**config.mk**
```make
export PLATFORM = sky130hd
export DESIGN_NAME = gb_result_reader
export DESIGN_NICKNAME = d
export VERILOG_FILES = /design/src/rtl/gb_result_reader.sv
export SDC_FILE = /design/constraint.sdc
export NUM_CORES = 1
export LEC_CHECK = 0
export CORE_MARGIN = 10
export CORE_UTILIZATION = 25
export DETAILED_ROUTE_END_ITERATION = 8
export HOLD_SLACK_MARGIN = 0.1
export PLACE_DENSITY_LB_ADDON = 0.25
export SLEW_MARGIN = 20
export SYNTH_ARGS = -nofsm -noshare
export SYNTH_HDL_FRONTEND = slang
export SYNTH_SLANG_ARGS = --single-unit
```
**constraint.sdc**
```tcl
create_clock -name clk -period 4.6 [get_ports clk]
set_input_delay 0.46 -clock clk [delete_from_list [all_inputs] [get_ports clk]]
set_output_delay 0.46 -clock clk [all_outputs]
set_load 0.005 [all_outputs]
```
**src/rtl/gb_result_reader.sv**
```systemverilog
// Global-buffer result reader: streams n_lines GB lines to the host over valid/ready,
// issuing credit-limited GB reads and absorbing host backpressure in a small skid FIFO.
module gb_result_reader #(
  parameter int ADDR_WIDTH = 17,
  parameter int DATA_WIDTH = 8,
  parameter int length     = 16,
  parameter int FIFO_DEPTH = 4
) (
  input  logic                         clk,
  input  logic                         rstn,
  input  logic                         start,
  input  logic [ADDR_WIDTH-1:0]        base_addr,
  input  logic [ADDR_WIDTH-1:0]        n_lines,
  output logic                         gb_ren,
  output logic [ADDR_WIDTH-1:0]        gb_raddr,
  input  logic [DATA_WIDTH*length-1:0] gb_rdata,
  output logic                         m_valid,
  input  logic                         m_ready,
  output logic [DATA_WIDTH*length-1:0] m_data,
  output logic                         m_last,
  output logic                         busy,
  output logic                         done
);

  localparam int LW = DATA_WIDTH * length;
  localparam int PW = (FIFO_DEPTH > 1) ? $clog2(FIFO_DEPTH) : 1;
  localparam int CW = PW + 1;

  typedef enum logic [1:0] {IDLE, READ, DRAIN, FIN} state_t;

  state_t                state;
  logic [ADDR_WIDTH-1:0] base_q;
  logic [ADDR_WIDTH-1:0] n_q;
  logic [ADDR_WIDTH-1:0] issued;
  logic [ADDR_WIDTH-1:0] sent;
  logic [ADDR_WIDTH-1:0] raddr_q;
  logic                  inflight;
  logic [PW-1:0]         wr_ptr;
  logic [PW-1:0]         rd_ptr;
  logic [CW-1:0]         count;
  logic [LW-1:0]         mem [FIFO_DEPTH];
  logic                  room;
  logic                  push;
  logic                  pop;
  logic                  last_beat;

  always_comb begin
    // Credit: a read is only issued if its line is guaranteed a FIFO slot on capture.
    room      = (32'(count) + 32'(inflight)) < FIFO_DEPTH;
    gb_ren    = (state == READ) && (issued != n_q) && room;
    gb_raddr  = gb_ren ? base_q + issued : raddr_q;
    push      = inflight;
    m_valid   = (count != '0);
    pop       = m_valid && m_ready;
    m_data    = m_valid ? mem[rd_ptr] : '0;
    m_last    = m_valid && (sent == n_q - 1'b1);
    last_beat = pop && m_last;
    busy      = (state == READ) || (state == DRAIN);
    done      = (state == FIN);
  end

  always_ff @(posedge clk or negedge rstn) begin
    if (!rstn) begin
      state    <= IDLE;
      base_q   <= '0;
      n_q      <= '0;
      issued   <= '0;
      sent     <= '0;
      raddr_q  <= '0;
      inflight <= 1'b0;
      wr_ptr   <= '0;
      rd_ptr   <= '0;
      count    <= '0;
    end else begin
      inflight <= gb_ren;
      if (gb_ren) begin
        issued  <= issued + 1'b1;
        raddr_q <= gb_raddr;
      end
      if (pop) begin
        sent   <= sent + 1'b1;
        rd_ptr <= rd_ptr + 1'b1;
      end
      if (push) wr_ptr <= wr_ptr + 1'b1;
      count <= count + CW'(push) - CW'(pop);

      case (state)
        IDLE: if (start) begin
          base_q <= base_addr;
          n_q    <= n_lines;
          issued <= '0;
          sent   <= '0;
          state  <= READ;
        end
        // An empty transfer passes through READ for one cycle so done lands two cycles after start.
        READ:    if (issued == n_q) state <= (n_q == '0) ? FIN : DRAIN;
        DRAIN:   if (last_beat) state <= FIN;
        FIN:     state <= IDLE;
        default: state <= IDLE;
      endcase
    end
  end

  always_ff @(posedge clk) begin
    if (push) mem[wr_ptr] <= gb_rdata;
  end

endmodule

```
; Yosys cells after proc, flatten, opt, wreduce, memory -nomap -nowiden
; Memories as Yosys holds them, arrays and structs flattened.
; Index checks and enable logic that the tools add are counted.
[totals]
register_bits = 95
mem_bits_rw = 512
in_bits = 166
output_inout_bits = 150
word_cells = 56
mem_count = 1
[classes]
addsub = 9
magnitude_cmp = 1
eq_ne = 9
muxes = 15
reduce_logical = 11
[mem_list]
columns = name, depth, word_bits, read_ports, rd_ports_with_merged_regs, write_ports, line
row1 = mem, 4, 128, 1, 0, 1, 41  ; logic [LW-1:0] mem [FIFO_DEPTH];
[ops]
columns = cell, count
row1 = $mux 128, 1
row2 = $mux 17, 7
row3 = $add 17x1->17 const B, 2
row4 = $eq 17x17->1, 2
row5 = $add 17x17->17, 1
row6 = $logic_not 17->1, 1
row7 = $ne 17x17->1, 1
row8 = $sub 17x1->17 const B, 1
row9 = $pmux 2 s4, 1
row10 = $mux 2, 3
row11 = $logic_and 1x1->1, 5
row12 = $add 2x1->2 const B, 2
row13 = $add 3x1->4, 1
row14 = $eq 2x2->1 const B, 2
row15 = $lt 4x3->1 const B, 1
row16 = $ne 2x2->1 const B, 2
row17 = $add 3x1->3, 1
row18 = $mux 1, 3
row19 = $reduce_and 3->1, 1
row20 = $reduce_bool 3->1, 1
row21 = $sub 3x1->3, 1
row22 = $eq 2x1->1 const B, 1
row23 = $logic_not 2->1, 1
row24 = $ne 2x1->1 const B, 1
row25 = 2 further kinds, 2

; Logic depth before layout (Yosys ltp)
[logic_depth]
ltp_word = 6
mapped_depth = 11
ltp_nobuf = 11

; Worst setup path before layout
; No wires, ideal clock.
[synth_timing]
path_type = reg2reg
from = register wr_ptr[0]
to = memory mem[0][0] (netlist name), enable pin
setup_time_ps = 502
arrival_time_ps = 3558
required_ps = 4098
setup_slack_ps = 540
path_stages_with_launch = 4
n_path_buf = 0
period_less_slack_ps = 4060
path_cell_list = dfrtp_1 > inv_1 > ha_1 > and2_1
[synth_lines]
columns = element, line
row1 = from (decl), 38  ; logic [PW-1:0] wr_ptr;
row2 = from (signal assigned), 84  ; if (push) wr_ptr <= wr_ptr + 1'b1;
row3 = to (decl), 41
; Straight into the memory's write port.

; Worst setup path after layout
[layout_timing]
from = register issued[2]
to = output gb_raddr[15]
[layout_between]
elab_chain_cells = 4
word_cells_on_any_way = 5
classes_between = 1 x add/sub / 1 x eq/ne / 1 x mux / 2 x reduce/logical
[layout_rtl]
columns = element, line
row1 = from (decl), 34  ; logic [ADDR_WIDTH-1:0] issued;
row2 = from (signal assigned), 77  ; issued <= issued + 1'b1;
row3 = "parallel branches: the longest is 3 deep, another holds $add 17x17->17", n/a
row4 = $mux 17 *, 51  ; gb_raddr = gb_ren ? base_q + issued : raddr_q;
row5 = to (decl), 15  ; output logic [ADDR_WIDTH-1:0] gb_raddr,
; Every way passes the cells marked *.

==> results.txt <==
----------------------------------------------------
[GRT]
  Global-route wire length before repair ... 96.8 mm
  Largest net degree at the start of global routing ... 108
  Overall track demand over capacity in global routing ... 0.115
  Antenna violations before repair ... 11
  Vias in the first global route ... 14777
  Total congestion overflow ... 0

[Drt]
  Drt wl/cell ... 21.2 um
  DRT antenna net count ... 0
  Count of vias placed by the detailed router ... 13611
  Final WL ... 65.3 mm
  Drt drc ... 0
  Detailed Routing Iterations Pass 1 ... 5
  Avg Vias per Cell ... 4.41
  Initial drt markers ... 644

[Floorplanning]
  Number of top-level pins ... 316
  Die height ... 336 um
  Floorplan die width ... 336 um
  # rows ... 115
  Core area ... 98600 um2
  Initial cell density of the core ... 0.253
  Die area ... 113000 um2

[Clock network]
  Clock tree sinks ... 607
  Master cell of the clock root buffer ... sky130_fd_sc_hd__clkbuf_16
  TritonCTS clock tree ... built
  Clock transition at the registers of the reported paths ... 60 ps
  Insertion delay to the later sink of the worst-skew pair ... 620 ps
  Number of CTS-inserted buffers ... 74
  Worst-case clock buffer depth ... 3
  Number of levels the H-tree was split into ... 3

[Synthesis]
  #FFs+latches synth ... 607
  Cell types with the largest area share after synthesis ... sky130_fd_sc_hd__edfxtp_1 62%, sky130_fd_sc_hd__mux4_2 12%, sky130_fd_sc_hd__dfrtp_1 9.5%
  Top cell types by occurrence after synthesis ... 512 x sky130_fd_sc_hd__edfxtp_1, 136 x sky130_fd_sc_hd__and2_1, 128 x sky130_fd_sc_hd__mux4_2
  Mean cell area of the mapped netlist ... 18.0 um2
  Mapped cell area ... 24900 um2
  Most instantiated library cell after synthesis ... sky130_fd_sc_hd__edfxtp_1
  Share of flip-flops with an asynchronous set or reset ... 0.157
  Number of flops mapped to enable cells by yosys ... 512
  Count of distinct cell types in the synthesized netlist ... 61
  Area share of the leading cell type in the synthesized netlist ... 0.617
  Sequential fraction of the synthesis area ... 0.713
  Warnings, synthesis ... 0
  Leading register cell type out of synthesis ... sky130_fd_sc_hd__edfxtp_1
  Syn nets ... 1584
  Syn Inst Count ... 1385
  Library cell with the largest summed area after synthesis ... sky130_fd_sc_hd__edfxtp_1

[Pwr]
  Power Internal ... 0.0145 W
  Switching pwr ... 0.00623 W
  Fraction of power spent switching nets ... 0.301
  Reported leakage power ... 10.9 nW
  Combinational Power Share ... 0.354
  Power density of the placed cells ... 643 nW/um2
  Share of power burned in registers ... 0.369
  Clock network fraction of total power ... 0.277
  Largest voltage drop on the vdd net ... 0.000331 V

[STA]
  Final count of hold timing violations ... 0
  Fin Clk Skew ... 23.0 ps
  Transition at the pin with the smallest max-transition slack ... 1040 ps
  Post-route fraction of the period consumed by the critical path ... 0.933
  Summed negative setup slack over all endpoints ... 0 ps
  Unrepaired setup endpoints after global routing ... false
  Slew headroom ... 0.304
  Endpoints failing setup ... 0
  Top achievable clock speed ... 233 MHz
  Max-slew violations ... 0
  Final worst path period need ... 4290 ps

[Cells and area]
  Share of layout cells above drive strength 1 ... 0.175
  # nets final ... 1936
  Area delta synth->final ... 29.2%
  Final cell count without fillers ... 3083

[Run]
  Max Cap Violations ... 0

[Hold path]
  Worst hold path class ... in -> async

[Critical path]
  Endpoint of the worst-slack reg-to-reg timing path ... issued[10]$_DFF_PN0_
  Startpoint-to-endpoint class of the critical path ... reg -> out
  Arrival time of the worst setup path ... 3830 ps
  Reg-to-reg critical path startpoint ... n_q[10]$_DFFE_PN0P_
  Worst setup path startpoint ... issued[2]$_DFF_PN0_
  Sort of element at the start of the critical path ... flop
  Count of cells along the worst register-to-register path ... 9
  Required time reported for the critical path endpoint ... 4140 ps
  Crit path capture type ... output pin
  Endpoint of the worst setup timing path ... gb_raddr[15]
  Worst setup slack for register-to-register paths ... 1680 ps
  Worst Path Max Fanout ... 6

[Place]
  Post-detailed-placement half-perimeter wirelength ... 41.7 mm
  Port Buffers ... 315
  Last weighted congestion value of the routability-driven placer ... 0.767
  Cell total after placement ... 2945

[Run status]
  Outcome ... finished clean

----------------------------------------------------
==> what timing repair did <==
item,in CTS,in global routing
cloned,0,0
hold endpoints to repair,49,0
resized for setup,0,3
setup endpoints to repair,1,2
setup buffers,1,0
pin swaps,1,0
hold buffers,1,0
==> state kept, by name, summed over array words and instances (netlist names) <==
register,count
sent,17
wr_ptr,2
mem,512
raddr_q,17
state,2
rd_ptr,2
count,3
base_q,17
n_q,17
inflight,1
issued,17
==> kinds of logic after synthesis <==
| group | count (synthesis) | synth area share |
|---|---|---|
| multiplexers | 163 | 0.131 |
| buffers and inverters | 89 | 0.0140 |
| AO/OA/AOI/OAI | 91 | 0.0233 |
| flip-flops | 607 | 0.713 |
| AND/OR/NAND/NOR | 317 | 0.0714 |
| XOR/XNOR | 85 | 0.0299 |
| adder cells (fa/ha/maj) | 33 | 0.0172 |
==> stage by stage <==
step	setup WS [ps]	total power (W)	instance area, um2	hold slack, ps	utilization
after floorplan	540	0.0115	24900	164	-
after CTS	72.2	0.0212	32100	390	0.326
after global placement	653	0.0153	29700	451	0.302
final	308	0.0207	32200	440	0.326
after detailed placement	664	0.0154	29700	461	0.302
after global routing	5.29	0.0220	32200	416	0.326
==> worst min path at each step <==
stage / from / end / slack, ps / depth (start not counted)
2_1_floorplan: rstn / base_q[0]$_DFFE_PN0P_ / 160 / 0
6_report: rstn / state[1]$_DFFE_PN0P_ / 440 / 2
4_1_cts: base_addr[1] / base_q[1]$_DFFE_PN0P_ / 390 / 3
3_3_place_gp: raddr_q[6]$_DFFE_PN0P_ / raddr_q[6]$_DFFE_PN0P_ / 450 / 2
3_5_place_dp: raddr_q[6]$_DFFE_PN0P_ / raddr_q[6]$_DFFE_PN0P_ / 460 / 2
5_1_grt: base_addr[12] / base_q[12]$_DFFE_PN0P_ / 420 / 2
==> cell usage in the layout, fill, tap and decap left out, types with 5 or more instances in the layout <==
| cell type | count |
|---|---|
| sky130_fd_sc_hd__ha_1 | 31 |
| sky130_fd_sc_hd__edfxtp_1 | 512 |
| sky130_fd_sc_hd__and2_1 | 131 |
| sky130_fd_sc_hd__clkdlybuf4s50_1 | 314 |
| sky130_fd_sc_hd__and3_1 | 9 |
| sky130_fd_sc_hd__mux2_2 | 31 |
| sky130_fd_sc_hd__and4_1 | 5 |
| sky130_fd_sc_hd__nor2_1 | 45 |
| sky130_fd_sc_hd__nand4_1 | 6 |
| sky130_fd_sc_hd__clkinv_1 | 11 |
| sky130_fd_sc_hd__bufinv_16 | 7 |
| sky130_fd_sc_hd__a31oi_1 | 5 |
| sky130_fd_sc_hd__nand2_1 | 46 |
| sky130_fd_sc_hd__clkbuf_1 | 17 |
| sky130_fd_sc_hd__nor4_1 | 6 |
| sky130_fd_sc_hd__dfrtp_1 | 93 |
| sky130_fd_sc_hd__o21ai_0 | 43 |
| sky130_fd_sc_hd__nor3_1 | 16 |
| sky130_fd_sc_hd__buf_4 | 21 |
| sky130_fd_sc_hd__nand3_1 | 21 |
| sky130_fd_sc_hd__a21oi_1 | 15 |
| sky130_fd_sc_hd__xor2_1 | 50 |
| sky130_fd_sc_hd__clkbuf_16 | 75 |
| sky130_fd_sc_hd__xnor2_1 | 35 |
| sky130_fd_sc_hd__clkinvlp_4 | 5 |
| sky130_fd_sc_hd__and2_4 | 5 |
| sky130_fd_sc_hd__clkinv_2 | 9 |
| sky130_fd_sc_hd__mux4_2 | 128 |
| sky130_fd_sc_hd__inv_1 | 20 |
| sky130_fd_sc_hd__buf_12 | 9 |
| sky130_fd_sc_hd__or3_1 | 5 |
==> power groups by stage <==
stage	Clock (W)	Sequential, W	Combinational, W
floorplan	0	0.00743	0.00403
global placement	0	0.00774	0.00754
detailed placement	0	0.00779	0.00757
CTS	0.00594	0.00768	0.00761
global route	0.00617	0.00776	0.00804
finish	0.00573	0.00763	0.00733
==> critical path, stage by stage (launching register included) <==
cell,delay [ps]
sky130_fd_sc_hd__dfrtp_1,470
sky130_fd_sc_hd__ha_1,370
sky130_fd_sc_hd__and3_1,230
sky130_fd_sc_hd__a2111oi_4,480
sky130_fd_sc_hd__a2111oi_2,160
sky130_fd_sc_hd__o31ai_1,260
sky130_fd_sc_hd__buf_4,160
sky130_fd_sc_hd__a21oi_1,70
sky130_fd_sc_hd__a21oi_1,180
sky130_fd_sc_hd__xor2_1,110
sky130_fd_sc_hd__o21ai_0,160
sky130_fd_sc_hd__clkdlybuf4s50_1,560
==> cell type report <==
cell class,instances,area [um2]
clock buffers,94,1970
repair buffers,345,3490
flip-flops and latches,607,17800
well taps,1287,1610
diodes,4,10.0
multi-input cells,689,6840
inverters,20,75.1
clock inverters,37,418
fillers,9498,66400
==> per-layer routing <==
metal / vias up / global-route usage / wire length (um)
met5: - / 0 / 98
met4: 16 / 0.0316 / 1410
li1: 6092 / - / -
met2: 351 / 0.190 / 31600
met3: 111 / 0.0394 / 4760
met1: 7041 / 0.141 / 27400
No activity file was read; power rests on OpenSTA's default activity.
